`config.mk`:
```
export PLATFORM = sky130hd
export DESIGN_NAME = imem_access_arbiter_flat
export DESIGN_NICKNAME = d
export VERILOG_FILES = /design/src/rtl/imem_access_arbiter_if.sv /design/src/rtl/imem_access_arbiter.sv /design/src/flat_wrapper.sv
export SDC_FILE = /design/constraint.sdc
export NUM_CORES = 1
export LEC_CHECK = 0
export BUFFER_PORTS_ARGS = -buffer_cell sky130_fd_sc_hd__clkbuf_2
export CAP_MARGIN = 30
export CORE_MARGIN = 4
export CORE_UTILIZATION = 46
export CTS_BUF_LIST = sky130_fd_sc_hd__clkbuf_8
export DETAILED_ROUTE_END_ITERATION = 8
export PLACE_DENSITY = 0.87
export SLEW_MARGIN = 30
export SYNTH_ARGS = -nofsm -noshare
export SYNTH_HDL_FRONTEND = slang
export SYNTH_SLANG_ARGS = --single-unit
```
`constraint.sdc`:
```
create_clock -name clk -period 2.65 [get_ports clk]
set_input_delay 0.3975 -clock clk [delete_from_list [all_inputs] [get_ports clk]]
set_output_delay 0.3975 -clock clk [all_outputs]
set_load 0.03 [all_outputs]
```
`src/rtl/imem_access_arbiter_if.sv`:
```
// Bus bundle for the IMEM access arbiter: CPU fetch port, PDU debug port and the IMEM port.
// The slave modport is the arbiter side; the master modport is the requesters-plus-IMEM side.
interface imem_access_arbiter_if #(
    parameter int DEPTH = 10
);
    logic             cpu_req;
    logic [DEPTH-1:0] cpu_addr;
    logic             cpu_gnt;
    logic             cpu_rvalid;
    logic [31:0]      cpu_rdata;

    logic             dbg_req;
    logic             dbg_we;
    logic             dbg_lock;
    logic [DEPTH-1:0] dbg_addr;
    logic [31:0]      dbg_wdata;
    logic             dbg_gnt;
    logic             dbg_rvalid;
    logic [31:0]      dbg_rdata;
    logic             dbg_locked;

    logic [DEPTH-1:0] imem_addr;
    logic             imem_we;
    logic [31:0]      imem_wdata;
    logic [31:0]      imem_rdata;

    modport slave (
        input  cpu_req, cpu_addr,
        output cpu_gnt, cpu_rvalid, cpu_rdata,
        input  dbg_req, dbg_we, dbg_lock, dbg_addr, dbg_wdata,
        output dbg_gnt, dbg_rvalid, dbg_rdata, dbg_locked,
        output imem_addr, imem_we, imem_wdata,
        input  imem_rdata
    );

    modport master (
        output cpu_req, cpu_addr,
        input  cpu_gnt, cpu_rvalid, cpu_rdata,
        output dbg_req, dbg_we, dbg_lock, dbg_addr, dbg_wdata,
        input  dbg_gnt, dbg_rvalid, dbg_rdata, dbg_locked,
        input  imem_addr, imem_we, imem_wdata,
        output imem_rdata
    );
endinterface

```
`src/rtl/imem_access_arbiter.sv`:
```
// Shares the single-ported IMEM between CPU fetch and PDU debug/loader, with a debug lock.
// Optional IMEM_ARB_PERF_EN adds saturating conflict and debug-write counters.
module imem_access_arbiter #(
    parameter int DEPTH = 10
) (
    input  logic                  clk,
    input  logic                  rstn,
    imem_access_arbiter_if.slave  bus
`ifdef IMEM_ARB_PERF_EN
    ,
    output logic [31:0]           perf_conflict_cnt,
    output logic [31:0]           perf_dbg_wr_cnt
`endif
);
    typedef enum logic {ST_RR, ST_LOCKED} state_t;

    state_t state_q, state_d;
    logic   rr_last_q, rr_last_d;  // 1 = debug granted last
    logic   cpu_gnt, dbg_gnt;
    logic   lock_hold;

    // Lock release is seen combinationally, so the release cycle already arbitrates as RR.
    assign lock_hold = (state_q == ST_LOCKED) && bus.dbg_lock;

    always_comb begin
        cpu_gnt   = 1'b0;
        dbg_gnt   = 1'b0;
        state_d   = state_q;
        rr_last_d = rr_last_q;
        if (lock_hold) begin
            dbg_gnt = bus.dbg_req;
        end else begin
            state_d = ST_RR;
            if (bus.cpu_req && bus.dbg_req) begin
                if (rr_last_q) cpu_gnt = 1'b1;
                else           dbg_gnt = 1'b1;
            end else begin
                cpu_gnt = bus.cpu_req;
                dbg_gnt = bus.dbg_req;
            end
            if (cpu_gnt) rr_last_d = 1'b0;
            if (dbg_gnt) rr_last_d = 1'b1;
            if (dbg_gnt && bus.dbg_lock) state_d = ST_LOCKED;
        end
        // No access may reach IMEM while reset is held
        if (!rstn) begin
            cpu_gnt = 1'b0;
            dbg_gnt = 1'b0;
        end
    end

    always_ff @(posedge clk or negedge rstn) begin
        if (!rstn) begin
            state_q   <= ST_RR;
            rr_last_q <= 1'b1;
        end else begin
            state_q   <= state_d;
            rr_last_q <= rr_last_d;
        end
    end

    assign bus.cpu_gnt    = cpu_gnt;
    assign bus.dbg_gnt    = dbg_gnt;
    assign bus.dbg_locked = (state_q == ST_LOCKED);
    assign bus.imem_we    = dbg_gnt & bus.dbg_we;
    assign bus.imem_wdata = dbg_gnt ? bus.dbg_wdata : 32'h0;
    assign bus.imem_addr  = dbg_gnt ? bus.dbg_addr :
                            cpu_gnt ? bus.cpu_addr : '0;

    always_ff @(posedge clk or negedge rstn) begin
        if (!rstn) begin
            bus.cpu_rvalid <= 1'b0;
            bus.cpu_rdata  <= 32'h0;
            bus.dbg_rvalid <= 1'b0;
            bus.dbg_rdata  <= 32'h0;
        end else begin
            bus.cpu_rvalid <= cpu_gnt;
            bus.dbg_rvalid <= dbg_gnt & ~bus.dbg_we;
            if (cpu_gnt)                 bus.cpu_rdata <= bus.imem_rdata;
            if (dbg_gnt && !bus.dbg_we)  bus.dbg_rdata <= bus.imem_rdata;
        end
    end

`ifdef IMEM_ARB_PERF_EN
    logic conflict;
    assign conflict = bus.cpu_req && !cpu_gnt && (bus.dbg_req || (state_q == ST_LOCKED));

    always_ff @(posedge clk or negedge rstn) begin
        if (!rstn) begin
            perf_conflict_cnt <= 32'h0;
            perf_dbg_wr_cnt   <= 32'h0;
        end else begin
            if (conflict && (perf_conflict_cnt != 32'hFFFF_FFFF))
                perf_conflict_cnt <= perf_conflict_cnt + 32'd1;
            if (dbg_gnt && bus.dbg_we && (perf_dbg_wr_cnt != 32'hFFFF_FFFF))
                perf_dbg_wr_cnt <= perf_dbg_wr_cnt + 32'd1;
        end
    end
`endif
endmodule

```
`src/flat_wrapper.sv`:
```
// flat-port wrapper written by rule: the top's interface ports become plain ports
module imem_access_arbiter_flat 
#(
    parameter int DEPTH = 10
)
  (clk, rstn, bus_cpu_req, bus_cpu_addr, bus_cpu_gnt, bus_cpu_rvalid, bus_cpu_rdata, bus_dbg_req, bus_dbg_we, bus_dbg_lock, bus_dbg_addr, bus_dbg_wdata, bus_dbg_gnt, bus_dbg_rvalid, bus_dbg_rdata, bus_dbg_locked, bus_imem_addr, bus_imem_we, bus_imem_wdata, bus_imem_rdata);
  imem_access_arbiter_if #(.DEPTH(DEPTH)) bus_i ();
  input  logic clk;
  input  logic rstn;
  input wire logic [$bits(bus_i.cpu_req)-1:0] bus_cpu_req;
  input wire logic [$bits(bus_i.cpu_addr)-1:0] bus_cpu_addr;
  output wire logic [$bits(bus_i.cpu_gnt)-1:0] bus_cpu_gnt;
  output wire logic [$bits(bus_i.cpu_rvalid)-1:0] bus_cpu_rvalid;
  output wire logic [$bits(bus_i.cpu_rdata)-1:0] bus_cpu_rdata;
  input wire logic [$bits(bus_i.dbg_req)-1:0] bus_dbg_req;
  input wire logic [$bits(bus_i.dbg_we)-1:0] bus_dbg_we;
  input wire logic [$bits(bus_i.dbg_lock)-1:0] bus_dbg_lock;
  input wire logic [$bits(bus_i.dbg_addr)-1:0] bus_dbg_addr;
  input wire logic [$bits(bus_i.dbg_wdata)-1:0] bus_dbg_wdata;
  output wire logic [$bits(bus_i.dbg_gnt)-1:0] bus_dbg_gnt;
  output wire logic [$bits(bus_i.dbg_rvalid)-1:0] bus_dbg_rvalid;
  output wire logic [$bits(bus_i.dbg_rdata)-1:0] bus_dbg_rdata;
  output wire logic [$bits(bus_i.dbg_locked)-1:0] bus_dbg_locked;
  output wire logic [$bits(bus_i.imem_addr)-1:0] bus_imem_addr;
  output wire logic [$bits(bus_i.imem_we)-1:0] bus_imem_we;
  output wire logic [$bits(bus_i.imem_wdata)-1:0] bus_imem_wdata;
  input wire logic [$bits(bus_i.imem_rdata)-1:0] bus_imem_rdata;
  assign bus_i.cpu_req = bus_cpu_req;
  assign bus_i.cpu_addr = bus_cpu_addr;
  assign bus_cpu_gnt = bus_i.cpu_gnt;
  assign bus_cpu_rvalid = bus_i.cpu_rvalid;
  assign bus_cpu_rdata = bus_i.cpu_rdata;
  assign bus_i.dbg_req = bus_dbg_req;
  assign bus_i.dbg_we = bus_dbg_we;
  assign bus_i.dbg_lock = bus_dbg_lock;
  assign bus_i.dbg_addr = bus_dbg_addr;
  assign bus_i.dbg_wdata = bus_dbg_wdata;
  assign bus_dbg_gnt = bus_i.dbg_gnt;
  assign bus_dbg_rvalid = bus_i.dbg_rvalid;
  assign bus_dbg_rdata = bus_i.dbg_rdata;
  assign bus_dbg_locked = bus_i.dbg_locked;
  assign bus_imem_addr = bus_i.imem_addr;
  assign bus_imem_we = bus_i.imem_we;
  assign bus_imem_wdata = bus_i.imem_wdata;
  assign bus_i.imem_rdata = bus_imem_rdata;
  imem_access_arbiter #(.DEPTH(DEPTH)) u_core (.clk(clk), .rstn(rstn), .bus(bus_i));
endmodule
```
==> run_results.csv, run 1 <==
group,metric,value,unit
clock_network,post_cts_resized,0,
clock_network,clk_pin_slew,0.08,ns
setup_path,reg2reg_setup_slack,0.68,ns
run_status,status,"completed",
layout,diodes,0,
logic_synthesis,yosys-top-cells-area,"dfrtp_1 (56%), mux2_4 (14%), mux2_2 (13%)",
power_and_ir_drop,sw_frac_of_total,0.3924,
placement,io_buffers,201,
logic_synthesis,synth-seq-cells,68,
power_and_ir_drop,pwr-share-clk,0.226,
die,start_util,0.4753,
logic_synthesis,netlist_instances,199,
layout,regArea,1703,um^2
die,core,6350,um^2
die,dieArea,7920,um^2
power_and_ir_drop,seqPwrFrac,0.391,
sta,tightest_slew,0.8151,ns
global_route,antenna_found_initial,0,
layout,final_cell_count_no_fill,486,
logic_synthesis,netlist_area,3018,um^2
sta,fin_setup_tns,0,ns
logic_synthesis,synth_top_area_cell,"dfrtp_1",
clock_network,numCtsBuffers,9,
setup_path,crit_fanout,22,
logic_synthesis,syn_nets,289,
layout,n_fill_cell,476,
power_and_ir_drop,internal_power,2.273,mW
clock_network,cts_max_path_buffers,2,
sta,fin_skew,0.005144,ns
layout,multiInputGateArea,1214,um^2
logic_synthesis,avgSynthCellArea,15.17,um^2
layout,nets,494,
sta,fin_ws,0.3183,ns
detailed_routing,drc,0,
placement,dp_cells,470,
layout,syn2layout_area_growth,41.75,%
setup_path,crit_required,2.25,ns
setup_path,worstRegToRegCells,3,
layout,fin_util,0.6737,
global_route,grt_max_degree,68,
die,dieHeight,89.00,um
clock_network,htreeDepth,3,
setup_path,critPathCaptureType,"primary output",
detailed_routing,dr.pass1.iters,4,
power_and_ir_drop,p_sw,1.468,mW
logic_synthesis,yosys_warnings,0,
detailed_routing,final_antenna_net_count,0,
sta,relSlewSlack,0.4566,
clock_network,cts_root_buffer,"clkbuf_8",
global_route,grt_pass1_wl,12.31,mm
sta,final-setup-viol-count,0,
placement,postPlaceCellArea,4080,um^2
hold_path,hold_path.class,"in2async",
detailed_routing,viasPerCell,4.883,
setup_path,criticalPathCategory,"reg2out",
setup_path,cp.arrival,1.93,ns
global_route,overflow,0,
setup_path,r2r-start,"u_core.rr_last_q",
placement,finalWeightedCongestion,0.7917,
die,die_w,89.00,um
power_and_ir_drop,power_density,874.4,nW/um^2
placement,dp_hpwl,6.754,mm
setup_path,reg2reg_to,"u_core.bus.cpu_rdata[4]",
logic_synthesis,netlist.area_leader.share,0.5556,
sta,rsz0062_at_grt,"no",
die,fp-row-count,29,
flow_run,maxCapViolations,0,
power_and_ir_drop,ir_worst_vdd,0.5371,mV
layout,drive_gt1_frac,0.7164,
clock_network,worstSkewPairLatency,0.33,ns
power_and_ir_drop,power_frac_comb,0.383,
sta,max_freq,0.4289,GHz
sta,final.min_clock_period,2.332,ns
detailed_routing,num_vias,2373,
logic_synthesis,synth_cell_types,19,
sta,finalMaxSlewViolations,0,
setup_path,cp-start-kind,"flip-flop",
placement,place_ws,0.6136,ns
sta,hold_viol_final,0,
sta,layout_worst_path_cycle_share,0.8799,
clock_network,postCtsSetupBuffers,0,
power_and_ir_drop,p_leak,2.286,nW
detailed_routing,wl,8.544,mm
logic_synthesis,ys_seq_area_frac,0.5643,
detailed_routing,drtIter0Drc,52,
detailed_routing,routedWlPerCell,17.58,um
global_route,grt_pass1_vias,2433,
global_route,grt_usage,0.2080,
die,boundaryPins,202,
clock_network,cts_hold_buf,0,
layout,final_area,4278,um^2
clock_network,cts_sinks,68,
clock_network,cts_tree,"built",
[synthesized netlist by cell type]
master and instances:
dfrtp_1 67, mux2_2 35, and2_1 33, mux2_4 29, a22o_1 10, buf_6 6
clkbuf_1 5, a21oi_1 2, nand2_2 2, a311oi_4 1, a31oi_1 1, a31oi_2 1
buf_2 1, buf_4 1, dfstp_2 1, inv_1 1, nand2_1 1, nor2b_1 1
o2111a_1 1
[flip-flops by register name, summed over array words and instances (netlist names)]
signal                 flops
u_core.bus.cpu_rdata      32
u_core.bus.cpu_rvalid      1
u_core.bus.dbg_locked      1
u_core.bus.dbg_rvalid      1
u_core.bus.dbg_rdata      32
u_core.rr_last_q           1
[area by class of cell]
type | count | area share
multi-input cells | 117 | 0.2837
clock buffers | 9 | 0.02896
flip-flops and latches | 68 | 0.3981
repair buffers | 207 | 0.2486
clock inverters | 7 | 0.01726
well taps | 77 | 0.02252
inverters | 1 | 0.0008775
[per-stage QoR]
stage / hold slack (ns) / power [mW]
after floorplan: 0.1019 / 2.434
after global placement: 0.3959 / 2.888
after detailed placement: 0.4052 / 2.926
after CTS: 0.03534 / 3.785
after global routing: 0.04938 / 3.931
final: 0.05361 / 3.741
[worst max path at each step]
stage	startpoint	endpoint	slack [ns]	cells after the start
finish	u_core.rr_last_q	bus_cpu_gnt	0.32	3
global route	u_core.bus.dbg_locked	bus_imem_addr[1]	0.23	4
CTS	u_core.rr_last_q	bus_cpu_gnt	0.29	3
detailed placement	bus_dbg_lock	u_core.bus.cpu_rdata[4]	0.61	5
global placement	bus_dbg_lock	bus_cpu_gnt	0.66	5
floorplan	u_core.bus.dbg_locked	bus_imem_wdata[20]	0.42	4
[worst max-delay path, stage by stage (launching register included)]
cell and delay [ns]:
dfstp_2 0.62, o2111a_2 0.55, buf_4 0.23, clkbuf_2 0.20
[per-layer routing]
metal | GRT usage | part of all wire | up-vias
met1 | 0.2413 | 0.37 | 1128
met3 | 0.05714 | 0.091 | 21
met2 | 0.3623 | 0.51 | 121
met4 | 0.08796 | 0.029 | 0
li1 | - | - | 1103
met5 | 0 | 0 | -
[cell families (layout without fill, tap and decap cells)]
logic type / count (synthesis) / after routing / synth area share
DFF: 68 / 68 / 0.5643
buffers and inverters: 14 / 224 / 0.03399
and+or+nand+nor: 37 / 37 / 0.07587
AOI/OAI and AO/OA: 16 / 16 / 0.05100
muxes: 64 / 64 / 0.2749
[power by group through the flow]
stage / Clock (mW) / Combinational [mW] / Sequential [mW]
2_1_floorplan: 0 / 0.472 / 1.96
3_3_place_gp: 0 / 1.42 / 1.47
3_5_place_dp: 0 / 1.45 / 1.48
4_1_cts: 0.872 / 1.45 / 1.46
5_1_grt: 0.922 / 1.52 / 1.49
6_report: 0.846 / 1.43 / 1.46
[placed cells by master (no fill, tap or decap), drive strengths merged]
cell type and count:
clkbuf 209, dfrtp 67, mux2 64, and2 33, a22o 10, buf 7
nand2 3, clkinv 3, inv 3, a21oi 2, a31oi 2, o2111a 1
a311oi 1, nor2b 1, bufinv 1, clkinvlp 1, dfstp 1
Note: power is estimated with default switching activity, not from simulation.
==> inputs of run 2 (changes only) <==
Settings changed: CORE_UTILIZATION 46 to 43, GPL_TIMING_DRIVEN set to 0, PLACE_DENSITY 0.87 to 0.82.
Clock period 2.65 ns to 2.5 ns, I/O delays scaled along.
==> run 2 against run 1 <==
  * Non-clock buffer count rose by 8
  * Total power up 4.9%
  * Clock skew fell by 0.0010 ns
  * Largest power group unchanged
  * Largest cell class unchanged
  * Die area rose by 6.3%
  * Flip-flop and latch count unchanged
  * Critical path type unchanged
  * Wire length is 0.63% lower
  * Via count is 1.9% higher
==> run_results.csv, run 2 (synthesized netlist as in run 1, its figures left out) <==
group,metric,value,unit
clock_network,cts_tree,"built",
power_and_ir_drop,ir_worst_vdd,0.5990,mV
sta,final.min_clock_period,2.333,ns
flow_run,maxCapViolations,0,
detailed_routing,routedWlPerCell,16.58,um
clock_network,postCtsSetupBuffers,0,
setup_path,criticalPathCategory,"reg2out",
sta,fin_setup_tns,0,ns
detailed_routing,wl,8.490,mm
clock_network,numCtsBuffers,9,
sta,tightest_slew,0.5077,ns
clock_network,cts_max_path_buffers,2,
power_and_ir_drop,seqPwrFrac,0.392,
sta,relSlewSlack,0.6615,
setup_path,crit_required,2.12,ns
sta,hold_ws,0.06065,ns
die,fp-row-count,30,
clock_network,cts_sinks,68,
layout,syn2layout_area_growth,44.65,%
die,dieArea,8423,um^2
placement,io_buffers,201,
layout,fin_util,0.6425,
global_route,grt_pass1_vias,2562,
placement,dp_hpwl,6.720,mm
layout,drive_gt1_frac,0.7067,
sta,final-setup-viol-count,0,
die,core,6794,um^2
detailed_routing,drtIter0Drc,26,
power_and_ir_drop,internal_power,2.403,mW
sta,hold_viol_final,0,
die,boundaryPins,202,
layout,n_fill_cell,529,
global_route,grt_pass1_wl,13.29,mm
global_route,antenna_found_initial,0,
power_and_ir_drop,p_leak,2.322,nW
power_and_ir_drop,power_density,898.7,nW/um^2
sta,fin_skew,0.004112,ns
detailed_routing,viasPerCell,4.723,
power_and_ir_drop,p_sw,1.520,mW
sta,layout_worst_path_cycle_share,0.9332,
clock_network,cts_root_buffer,"clkbuf_8",
die,dieHeight,91.78,um
setup_path,critPathCaptureType,"primary output",
power_and_ir_drop,power_frac_comb,0.393,
detailed_routing,num_vias,2418,
die,die_w,91.78,um
hold_path,hold_path.class,"in2async",
setup_path,cp.arrival,1.96,ns
power_and_ir_drop,sw_frac_of_total,0.3874,
die,start_util,0.4442,
power_and_ir_drop,pwr-share-clk,0.215,
setup_path,cp-start-kind,"flip-flop",
layout,final_common_cell,"clkbuf_2",
sta,finalMaxSlewViolations,0,
layout,diodes,0,
clock_network,clk_pin_slew,0.07,ns
layout,nets,502,
detailed_routing,final_antenna_net_count,0,
sta,max_freq,0.4287,GHz
global_route,overflow,0,
sta,rsz0062_at_grt,"no",
setup_path,crit_fanout,10,
layout,mostFrequentLayoutCells,"clkbuf_2 (200), dfrtp_1 (67), mux2_2 (35)",
clock_network,worstSkewPairLatency,0.33,ns
layout,top_regs,"u_core.bus.cpu_rdata x32, u_core.bus.dbg_rdata x32",
detailed_routing,dr.pass1.iters,6,
global_route,grt_usage,0.2026,
run_status,status,"completed",
clock_network,htreeDepth,3,
global_route,grt_max_degree,48,
detailed_routing,drc,0,
placement,finalWeightedCongestion,0.7341,
[run 2: routing by layer]
layer / up-vias / wire length, um / global-route usage
li1: 1122 / - / -
met2: 120 / 4275 / 0.3542
met1: 1161 / 3305 / 0.2329
met3: 15 / 692 / 0.06153
met4: 0 / 216 / 0.07550
met5: - / 0 / 0
[run 2: worst paths after layout]
path / start / end / slack [ns] / depth (start not counted)
worst max-delay path: u_core.bus.dbg_locked / bus_imem_addr[6] / 0.17 / 5
worst min-delay path: rstn / u_core.rr_last_q / 0.06 / 1
worst max register to register: u_core.bus.dbg_locked / u_core.bus.dbg_rdata[20] / 0.74 / 4
worst min register to register: u_core.bus.cpu_rdata[5] / u_core.bus.cpu_rdata[5] / 0.51 / 1
max in group asynchronous: rstn / u_core.bus.dbg_rdata[8] / 1.99 / 2
min in group clk: bus_imem_rdata[18] / u_core.bus.dbg_rdata[18] / 0.28 / 2
[run 2: timing repair]
action,4_1_cts,5_1_grt
resized for setup,0,1
hold buffers,1,0
setup endpoints to repair,10,16
pin swaps,0,0
hold endpoints to repair,20,0
[run 2: worst max-delay path: stages, from the launching register on]
cell and delay [ns]:
dfrtp_1 0.38, nand2_2 0.13, a31oi_4 0.34, clkbuf_1 0.35, a22o_1 0.22, clkbuf_2 0.21
[run 2: cell type report]
cell class	count	area, um^2	area share
clock buffer	9	123.9	0.02837
inverter	1	3.754	0.0008598
clock inverter	6	57.56	0.01318
multi-input combinational	117	1221	0.2797
timing repair buffer	203	1041	0.2385
tap	96	120.1	0.02751
buffer	12	95.09	0.02178
sequential	68	1703	0.3901
[run 2: power groups by stage]
stage / clock network [mW] / logic (mW) / registers [mW]
after CTS: 0.865 / 1.56 / 1.54
final: 0.844 / 1.54 / 1.54
after global placement: 0 / 1.53 / 1.53
after detailed placement: 0 / 1.56 / 1.55
after global routing: 0.906 / 1.63 / 1.58
after floorplan: 0 / 0.500 / 2.08
[run 2: per-stage QoR]
stage	setup slack [ns]	area [um^2]	std cells	total power, mW
after detailed placement	0.02447	4174	497	3.112
after CTS	0.01997	4362	512	3.965
after floorplan	0.2911	3018	199	2.580
after global placement	-0.9996	4144	496	3.064
final	0.1671	4365	512	3.923
after global routing	0.01789	4365	512	4.110
==> inputs of run 3 (changes only) <==
--- a/config.mk
+++ b/config.mk
@@ -10,7 +10,6 @@
 export CORE_MARGIN = 4
-export CORE_UTILIZATION = 43
-export CTS_BUF_LIST = sky130_fd_sc_hd__clkbuf_8
+export CORE_UTILIZATION = 42
 export DETAILED_ROUTE_END_ITERATION = 8
 export GPL_TIMING_DRIVEN = 0
-export PLACE_DENSITY = 0.82
+export PLACE_DENSITY = 0.81
 export SLEW_MARGIN = 30
@@ -19 +18,2 @@
 export SYNTH_SLANG_ARGS = --single-unit
+export TNS_END_PERCENT = 50
==> constraint.sdc (replaced) <==
create_clock -name clk -period 2.5 [get_ports clk]
set_input_delay 0.125 -clock clk [delete_from_list [all_inputs] [get_ports clk]]
set_output_delay 0.125 -clock clk [all_outputs]
set_load 0.03 [all_outputs]
==> run 3 against run 2 <==
  * Global-route usage is 0.55 points lower
  * Design area is 0.75% higher
  * Register-to-register slack worse by 0.05 ns
==> run_results.csv, run 3 (synthesized netlist as in run 1, its figures left out) <==
group,metric,value,unit
run_status,status,"completed",
layout,mostFrequentLayoutCells,"clkbuf_2 (200), dfrtp_1 (67), mux2_2 (35)",
detailed_routing,dr.pass1.iters,4,
global_route,grt_busiest_layer,"met2",
setup_path,cp_slowest_stage_delay,0.52,ns
hold_path,hold_path.startpoint,"bus_imem_rdata[1]",
layout,diodes,0,
layout,n_fill_cell,561,
sta,relSlewSlack,0.6493,
die,dieHeight,92.77,um
global_route,use_met1,0.2302,
clock_network,worstSkewPairLatency,0.34,ns
placement,dp_hpwl,6.864,mm
setup_path,crit_fanout,11,
clock_network,cts_sinks,68,
global_route,overflow,0,
global_route,grt_max_degree,46,
setup_path,r2r-start,"u_core.rr_last_q",
layout,top_regs,"u_core.bus.cpu_rdata x32, u_core.bus.dbg_rdata x32",
sta,hold_viol_final,0,
sta,rsz0062_at_grt,"no",
global_route,antenna_found_initial,0,
clock_network,cts_max_path_buffers,2,
global_route,grt_pass1_vias,2523,
layout,regArea,1703,um^2
sta,fin_setup_tns,0,ns
die,die_w,92.77,um
placement,finalWeightedCongestion,0.7636,
power_and_ir_drop,ir_worst_vdd,0.6264,mV
setup_path,cp.arrival,2.17,ns
global_route,use_met3,0.06011,
detailed_routing,routedWlPerCell,16.82,um
placement,io_buffers,201,
power_and_ir_drop,p_leak,2.331,nW
power_and_ir_drop,power_density,919.2,nW/um^2
sta,max_freq,0.4361,GHz
die,start_util,0.4393,
flow_run,maxCapViolations,0,
die,core,6869,um^2
sta,final.min_clock_period,2.293,ns
setup_path,reg2reg_setup_slack,0.69,ns
sta,fin_skew,0.01429,ns
layout,nets,504,
clock_network,clk_pin_slew,0.08,ns
global_route,grt_usage,0.1970,
setup_path,reg2reg_to,"u_core.bus.cpu_rdata[15]",
clock_network,htreeDepth,3,
die,fp-row-count,30,
clock_network,post_cts_resized,0,
setup_path,path_cells,"clkbuf_1 > o2111a_1 > buf_4 > buf_2 > a22o_1 > clkbuf_2",
layout,final_common_cell,"clkbuf_2",
detailed_routing,final_antenna_net_count,0,
layout,drive_gt1_frac,0.6993,
setup_path,worstRegToRegCells,5,
setup_path,slowest_stage,"dfstp_2",
sta,final-setup-viol-count,0,
detailed_routing,viasPerCell,4.619,
sta,finalMaxSlewViolations,0,
sta,layout_worst_path_cycle_share,0.9172,
detailed_routing,drc,0,
clock_network,cts_tree,"built",
sta,tightest_slew,0.5261,ns
setup_path,cp-start-kind,"flip-flop",
setup_path,crit_path_end,"bus_imem_addr[8]",
clock_network,numCtsBuffers,9,
layout,multiInputGateArea,1212,um^2
setup_path,crit_required,2.38,ns
detailed_routing,wl,8.660,mm
sta,hold_ws,0.02902,ns
layout,syn2layout_area_growth,45.73,%
global_route,grt_use_met2,0.3485,
hold_path,hold_path.class,"in2reg",
clock_network,postCtsSetupBuffers,0,
global_route,grt_pass1_wl,13.05,mm
clock_network,cts_root_buffer,"clkbuf_8",
detailed_routing,drtIter0Drc,32,
setup_path,criticalPathCategory,"reg2out",
die,boundaryPins,202,
setup_path,cp-startpoint,"u_core.rr_last_q",
die,dieArea,8605,um^2
detailed_routing,num_vias,2379,
setup_path,critPathCaptureType,"primary output",
-- run 3: repair_timing --
| item | in CTS | in global routing |
|---|---|---|
| hold endpoints to repair | 22 | 0 |
| endpoints found under the setup margin | 0 | 0 |
| hold buffers | 2 | 0 |
-- run 3: per-layer routing --
layer / vias to the layer above / routed length, um
li1: 1123 / -
met1: 1136 / 3344
met2: 111 / 4505
met3: 9 / 740
met4: 0 / 68
met5: - / 0
-- run 3: through the flow --
stage | power, mW | util | instance area, um^2 | instances | setup slack (ns)
2_1_floorplan | 2.580 | - | 3018 | 199 | 0.5411
3_3_place_gp | 3.063 | 0.6033 | 4144 | 496 | -0.5279
3_5_place_dp | 3.109 | 0.6077 | 4174 | 497 | 0.5065
4_1_cts | 4.091 | 0.6410 | 4403 | 515 | 0.1842
5_1_grt | 4.245 | 0.6403 | 4398 | 515 | 0.1005
6_report | 4.043 | 0.6403 | 4398 | 515 | 0.2071
-- run 3: worst min path at each step --
stage,slack [ns],cells after the start,end
floorplan,-0.17,0,u_core.bus.cpu_rdata[0]
global placement,0.37,2,u_core.bus.dbg_rdata[28]
detailed placement,0.09,1,u_core.bus.dbg_rdata[6]
CTS,0.01,2,u_core.bus.dbg_rdata[13]
global route,0.009,2,u_core.bus.dbg_rdata[24]
finish,0.03,2,u_core.bus.dbg_rdata[1]
-- run 3: layout make-up --
| type | instances | share of cell area |
|---|---|---|
| flip-flops and latches | 68 | 0.3872 |
| clock inverters | 4 | 0.01679 |
| plain buffers | 13 | 0.02248 |
| clock buffers | 12 | 0.03073 |
| repair buffers | 204 | 0.2390 |
| inverters | 1 | 0.0008535 |
| multi-input cells | 117 | 0.2757 |
| well taps | 96 | 0.02731 |
-- run 3: critical path, delay by kind of cell (launching register included) --
family / cells / cell delay, ns
DFF: 1 / 0.52
buffers and inverters: 4 / 0.92
AOI/OAI and AO/OA: 2 / 0.39
-- run 3: where the power goes --
group,switching [mW],internal (mW),leakage (nW)
registers,0.153,1.38,0.806
logic,0.968,0.579,1.42
clock network,0.402,0.563,0.105
